## src/rtl/btn_evt_pkg.sv

```systemverilog
// Shared types and defaults for the button event scheduler.
package btn_evt_pkg;

  typedef enum logic {
    EVT_PRESS = 1'b0,
    EVT_LONG  = 1'b1
  } evt_kind_e;

  typedef enum logic {
    SLOT_EMPTY = 1'b0,
    SLOT_FULL  = 1'b1
  } slot_state_e;

  // One second of hold at a 50 MHz clock.
  localparam int DEFAULT_HOLD_CYCLES = 50_000_000;

endpackage

```

## src/rtl/rr_arbiter.sv

```systemverilog
// Combinational round-robin arbiter: grants the first requester at or after
// last+1, wrapping modulo N.
module rr_arbiter #(
  parameter int N = 4
) (
  input  logic [N-1:0]         req,
  input  logic [$clog2(N)-1:0] last,
  output logic                 grant_vld,
  output logic [$clog2(N)-1:0] grant_idx
);

  localparam int W = $clog2(N);

  logic [W-1:0] cand;

  // Scan from the farthest offset down so the nearest requester wins.
  always_comb begin
    grant_vld = 1'b0;
    grant_idx = '0;
    cand      = '0;
    for (int off = N; off >= 1; off--) begin
      cand = W'((int'(last) + off) % N);
      if (req[cand]) begin
        grant_vld = 1'b1;
        grant_idx = cand;
      end
    end
  end

endmodule

```

## src/rtl/button_event_scheduler.sv

```systemverilog
// Turns debounced button levels into a serialized press / long-press event
// stream on a single valid/ready output slot.
module button_event_scheduler
  import btn_evt_pkg::*;
#(
  parameter  int NUM_BTNS    = 4,
  parameter  int HOLD_CYCLES = DEFAULT_HOLD_CYCLES,
  localparam int ID_W        = $clog2(NUM_BTNS),
  localparam int CNT_W       = $clog2(HOLD_CYCLES + 1)
) (
  input  logic                clk,
  input  logic                rst_n,
  input  logic [NUM_BTNS-1:0] btn_lvl,
  input  logic                evt_ready,
  output logic                evt_valid,
  output logic [ID_W-1:0]     evt_id,
  output logic                evt_long,
  output logic                ovf,
  input  logic                ovf_clr
);

  logic [NUM_BTNS-1:0] prev_reg;
  logic [NUM_BTNS-1:0] press_pend_reg;
  logic [NUM_BTNS-1:0] long_pend_reg;
  logic [CNT_W-1:0]    hcnt_reg [NUM_BTNS];

  logic [NUM_BTNS-1:0] press_edge;
  logic [NUM_BTNS-1:0] long_trig;
  logic [NUM_BTNS-1:0] grant_press;
  logic [NUM_BTNS-1:0] grant_long;
  logic [NUM_BTNS-1:0] drop;
  logic [NUM_BTNS-1:0] req;

  logic                load;
  logic                grant_vld;
  logic [ID_W-1:0]     grant_idx;
  logic [ID_W-1:0]     last_reg;

  slot_state_e         state_reg;
  logic [ID_W-1:0]     id_reg;
  evt_kind_e           kind_reg;
  logic                ovf_reg;

  assign load = (state_reg == SLOT_EMPTY) | evt_ready;
  assign req  = press_pend_reg | long_pend_reg;

  genvar gi;
  generate
    for (gi = 0; gi < NUM_BTNS; gi++) begin : gen_btn
      logic hit;

      assign press_edge[gi]  = btn_lvl[gi] & ~prev_reg[gi];
      assign long_trig[gi]   = btn_lvl[gi] & (hcnt_reg[gi] == CNT_W'(HOLD_CYCLES - 1));
      assign hit             = load & grant_vld & (grant_idx == ID_W'(gi));
      // A pending press always goes out before a pending long for the same button.
      assign grant_press[gi] = hit & press_pend_reg[gi];
      assign grant_long[gi]  = hit & ~press_pend_reg[gi] & long_pend_reg[gi];
      assign drop[gi]        = (press_edge[gi] & press_pend_reg[gi] & ~grant_press[gi])
                             | (long_trig[gi] & long_pend_reg[gi] & ~grant_long[gi]);

      always_ff @(posedge clk) begin
        if (!rst_n) begin
          prev_reg[gi]       <= 1'b0;
          press_pend_reg[gi] <= 1'b0;
          long_pend_reg[gi]  <= 1'b0;
          hcnt_reg[gi]       <= '0;
        end else begin
          prev_reg[gi]       <= btn_lvl[gi];
          press_pend_reg[gi] <= press_edge[gi] | (press_pend_reg[gi] & ~grant_press[gi]);
          long_pend_reg[gi]  <= long_trig[gi] | (long_pend_reg[gi] & ~grant_long[gi]);
          if (!btn_lvl[gi]) begin
            hcnt_reg[gi] <= '0;
          end else if (hcnt_reg[gi] != CNT_W'(HOLD_CYCLES)) begin
            hcnt_reg[gi] <= hcnt_reg[gi] + 1'b1;
          end
        end
      end
    end
  endgenerate

  rr_arbiter #(
    .N(NUM_BTNS)
  ) u_arb (
    .req       (req),
    .last      (last_reg),
    .grant_vld (grant_vld),
    .grant_idx (grant_idx)
  );

  always_ff @(posedge clk) begin
    if (!rst_n) begin
      state_reg <= SLOT_EMPTY;
      id_reg    <= '0;
      kind_reg  <= EVT_PRESS;
      last_reg  <= ID_W'(NUM_BTNS - 1);
    end else if (load) begin
      if (grant_vld) begin
        state_reg <= SLOT_FULL;
        id_reg    <= grant_idx;
        kind_reg  <= press_pend_reg[grant_idx] ? EVT_PRESS : EVT_LONG;
        last_reg  <= grant_idx;
      end else begin
        state_reg <= SLOT_EMPTY;
      end
    end
  end

  // A drop in the same cycle as a clear keeps the flag set.
  always_ff @(posedge clk) begin
    if (!rst_n) begin
      ovf_reg <= 1'b0;
    end else if (|drop) begin
      ovf_reg <= 1'b1;
    end else if (ovf_clr) begin
      ovf_reg <= 1'b0;
    end
  end

  assign evt_valid = (state_reg == SLOT_FULL);
  assign evt_id    = id_reg;
  assign evt_long  = (kind_reg == EVT_LONG);
  assign ovf       = ovf_reg;

endmodule

```

## config.mk

```make
export PLATFORM = sky130hd
export DESIGN_NAME = button_event_scheduler
export DESIGN_NICKNAME = d
export VERILOG_FILES = /design/src/rtl/btn_evt_pkg.sv /design/src/rtl/rr_arbiter.sv /design/src/rtl/button_event_scheduler.sv
export SDC_FILE = /design/constraint.sdc
export NUM_CORES = 1
export LEC_CHECK = 0
export CAP_MARGIN = 20
export CORE_MARGIN = 4
export CORE_UTILIZATION = 56
export CTS_BUF_LIST = sky130_fd_sc_hd__clkbuf_8 sky130_fd_sc_hd__clkbuf_16
export CTS_CLUSTER_SIZE = 24
export DETAILED_ROUTE_END_ITERATION = 10
export PLACE_DENSITY = 0.73
export SLEW_MARGIN = 15
export SYNTH_ARGS = -nofsm -noshare
export SYNTH_HDL_FRONTEND = slang
export SYNTH_SLANG_ARGS = --single-unit
```

## constraint.sdc

```tcl
create_clock -name clk -period 2.95 [get_ports clk]
set_input_delay 0.295 -clock clk [delete_from_list [all_inputs] [get_ports clk]]
set_output_delay 0.295 -clock clk [all_outputs]
set_load 0.01 [all_outputs]
```

==> flow_metrics.env <==
export IMPL_overflow=0
export IMPL_fmax_mhz=442
export IMPL_via_count=4680
export IMPL_critical_path_top_delay_family="compound AO/OA/AOI/OAI gates"
export IMPL_cts_root_buf="clkbuf_16"
export IMPL_placed_cell_area_sq_um=6950
export IMPL_worst_pin_slew_ns=0.433
export IMPL_cp_max_fo=7
export IMPL_track_usage_pct=18.9
export IMPL_clk_path_buf_depth=2
export IMPL_pwr_share_comb_pct=5.6
export IMPL_finalSetupTns_ns=0
export IMPL_power_mw=3.97
export IMPL_intPower_mw=3.15
export IMPL_fin_crit_ns=2.26
export IMPL_finalWirelength_um=12000
export IMPL_wire_per_inst_um=14.5
export IMPL_synth_edf_count=104
export IMPL_layout_nets=688
export IMPL_drc=0
export IMPL_crit_buf_inv=0
export IMPL_power_leakage_nw=2.70
export IMPL_cp_end_kind="flip-flop"
export IMPL_rows=39
export IMPL_syn2layout_area_growth_pct=13.2
export IMPL_clk_insertion_delay_late_ns=0.41
export IMPL_startpoint_type="flip-flop"
export IMPL_path_cells="nor2_2, o221ai_2, a22oi_4, nor3b_2, a22oi_1, a311o_1, o41a_1"
export IMPL_clkSlewWorstSetupHoldPaths_ns=0.05
export IMPL_syn_area_per_cell_sq_um=10.3
export IMPL_die_h_um=117
export IMPL_die_width_um=117
export IMPL_grt_max_degree=27
export IMPL_die_area_sq_um=13600
export IMPL_synth_area_leaders="edfxtp_1 (47%), xor2_1 (7.8%), nor2_1 (7.0%), dfxtp_1 (5.7%), xnor2_1 (3.7%)"
export IMPL_grt_pass1_vias=4511
export IMPL_switching_power_mw=0.827
export IMPL_synth_seq_cells=123
export IMPL_start_util_pct=57.7
export IMPL_worst_ep_required_time_ns=3.24
export IMPL_crit_type="flip-flop to flip-flop"
export IMPL_p_sw_share_pct=20.8
export IMPL_cts_max_level=4
export IMPL_seq_power_share_pct=48.2
export IMPL_powerDensity_nw_per_um2=531
export IMPL_placed_cells=796
export IMPL_largest_register_ffs=104
export IMPL_gp_congestion=0.830
export IMPL_drt_iter0_markers=320
export IMPL_ys_warn_count=0
export IMPL_port_buffers=12
export IMPL_rsz0062_at_grt="no"
export IMPL_slew_violations=0
export IMPL_hold_ws_ns=0.472
export IMPL_drt_pass1_iterations=5
export IMPL_setup_viol_count_final=0
export IMPL_hold_path_class="flip-flop to flip-flop"
export IMPL_coreArea_sq_um=11500
export IMPL_diodes=0
export IMPL_pin_count=13
export IMPL_cts_tree="built"
export IMPL_instances_no_fill=828
export IMPL_ff_latch_area_sq_um=3500
export IMPL_cap_violations=0
export IMPL_viasPerCell=5.65
export IMPL_period_share_pct=76.8
export IMPL_async_reset_ff_share_pct=0
export IMPL_post_cts_buffers=0
export IMPL_slew_headroom_pct=71.2
export IMPL_status="finished, final reports clean"
export IMPL_cts_buffers=17
export IMPL_postCtsHoldBufs=0
export IMPL_clock_power_share_pct=46.1
export IMPL_finClkSkew_ns=0.00947
export IMPL_crit_path_max_incr_delay_ns=0.48
export IMPL_syn_area_sq_um=6620
export IMPL_synth_ff_type="edfxtp_1"
export IMPL_final_cell_area_sq_um=7490
export IMPL_hold_violations=0
export IMPL_place_hpwl_um=8230
export IMPL_cts_resized=0
export IMPL_arrival_ns=2.56
export IMPL_synth_area_leader_cell="edfxtp_1"
export IMPL_drive_above_1_share_pct=7.59
export IMPL_ys_types=60
export IMPL_synth_nets=658
export IMPL_netlist_area_leader_share_pct=47.2
export IMPL_synth_seq_area_share_pct=53.0
export IMPL_fillers=885
export IMPL_peakVddDrop_uv=335
export IMPL_postSynthCellCount=642
export IMPL_ant_nets=0
export IMPL_slowest_stage="dfxtp_1"
export IMPL_antenna_found_initial=0
export IMPL_multiInputGateArea_sq_um=2970
export IMPL_grt_first_pass_wirelength_um=20400
export IMPL_clkSinkCount=123
==> cell usage in the layout, fill, tap and decap left out, types with 2 or more instances in the layout <==
cell,Yosys,layout
a21boi_1,5,5
a21oi_1,13,13
and2_1,7,7
and3_1,15,15
and4_1,11,11
buf_4,0,13
clkbuf_16,0,17
clkbuf_8,0,5
clkdlybuf4s50_1,0,12
clkinv_2,0,3
dfxtp_1,19,19
edfxtp_1,104,104
ha_1,8,8
inv_1,22,29
nand2_1,49,49
nand2b_1,5,5
nand3_1,32,32
nand3b_1,3,3
nand4_1,31,31
nand4b_1,2,2
nand4bb_1,2,2
nor2_1,124,124
nor2b_1,10,10
nor3_1,11,11
nor4_1,5,5
nor4b_1,4,4
nor4bb_1,2,2
o211ai_1,2,2
o21ai_0,13,13
o21ai_1,3,3
or3_1,9,9
xnor2_1,28,28
xor2_1,59,59
==> final cells by class <==
type	count	share of cell area, %
flip-flops and latches	123	46.8
multi-input cells	482	39.6
clock buffers	22	6.60
repair buffers	25	2.91
well taps	143	2.39
inverters	23	1.15
clock inverters	10	0.551
==> routing by layer <==
layer	global-route usage, %	wire length [um]	up-vias	share of wire [%]
met3	4.46	314	23	2.6
met5	0	0	-	0
met4	8.56	229	0	1.9
met2	30.3	5710	74	47
li1	-	-	2354	-
met1	24.4	5790	2229	48
==> power groups by stage <==
stage | registers, mW | logic [mW] | clock network (mW)
floorplan | 1.95 | 0.151 | 0
global placement | 1.95 | 0.217 | 0
detailed placement | 1.95 | 0.224 | 0
CTS | 1.92 | 0.224 | 1.87
global route | 1.92 | 0.246 | 1.96
finish | 1.92 | 0.223 | 1.83
==> logic make-up (layout without fill, tap and decap cells) <==
family / Yosys count / count (layout) / synth area share (%)
AO/OA/AOI/OAI: 52 / 52 / 5.90
flip-flops: 123 / 123 / 53.0
adder cells (fa/ha/maj): 8 / 8 / 1.51
AND/OR/NAND/NOR: 333 / 333 / 25.6
buffers and inverters: 37 / 80 / 2.19
multiplexers: 2 / 2 / 0.321
XOR/XNOR: 87 / 87 / 11.5
==> metrics by stage <==
step | setup WS, ns | utilization [%]
6_report | 0.685 | 65.3
5_1_grt | 0.517 | 65.3
4_1_cts | 0.684 | 65.3
3_5_place_dp | 0.638 | 60.6
3_3_place_gp | 0.718 | 60.6
2_1_floorplan | 0.658 | -
==> synth_stat cells (all sizes together) (7+ instances only) <==
library cell	n
nor2	126
edfxtp	104
xor2	59
nand2	49
nand3	32
nand4	31
xnor2	28
inv	23
dfxtp	19
o21ai	16
and3	15
a21oi	14
nor3	13
and4	11
nor2b	10
clkbuf	9
or3	9
ha	8
and2	7
==> path summary, 6_finish.rpt <==
| kind | cells after the start | end | slack (ns) | startpoint |
|---|---|---|---|---|
| max | 7 | ovf | 0.69 | press_pend_reg[3] |
| min reg2reg | 2 | evt_id[1] | 0.47 | evt_id[1] |
| max reg2reg | 7 | ovf | 0.69 | press_pend_reg[3] |
| min | 2 | evt_id[1] | 0.47 | evt_id[1] |
==> tightest hold or removal path: stages (launching register included) <==
cell and delay [ns]:
dfxtp_1 0.30, nand2b_1 0.06, a21boi_1 0.06
(Power assumes the default switching activity.)
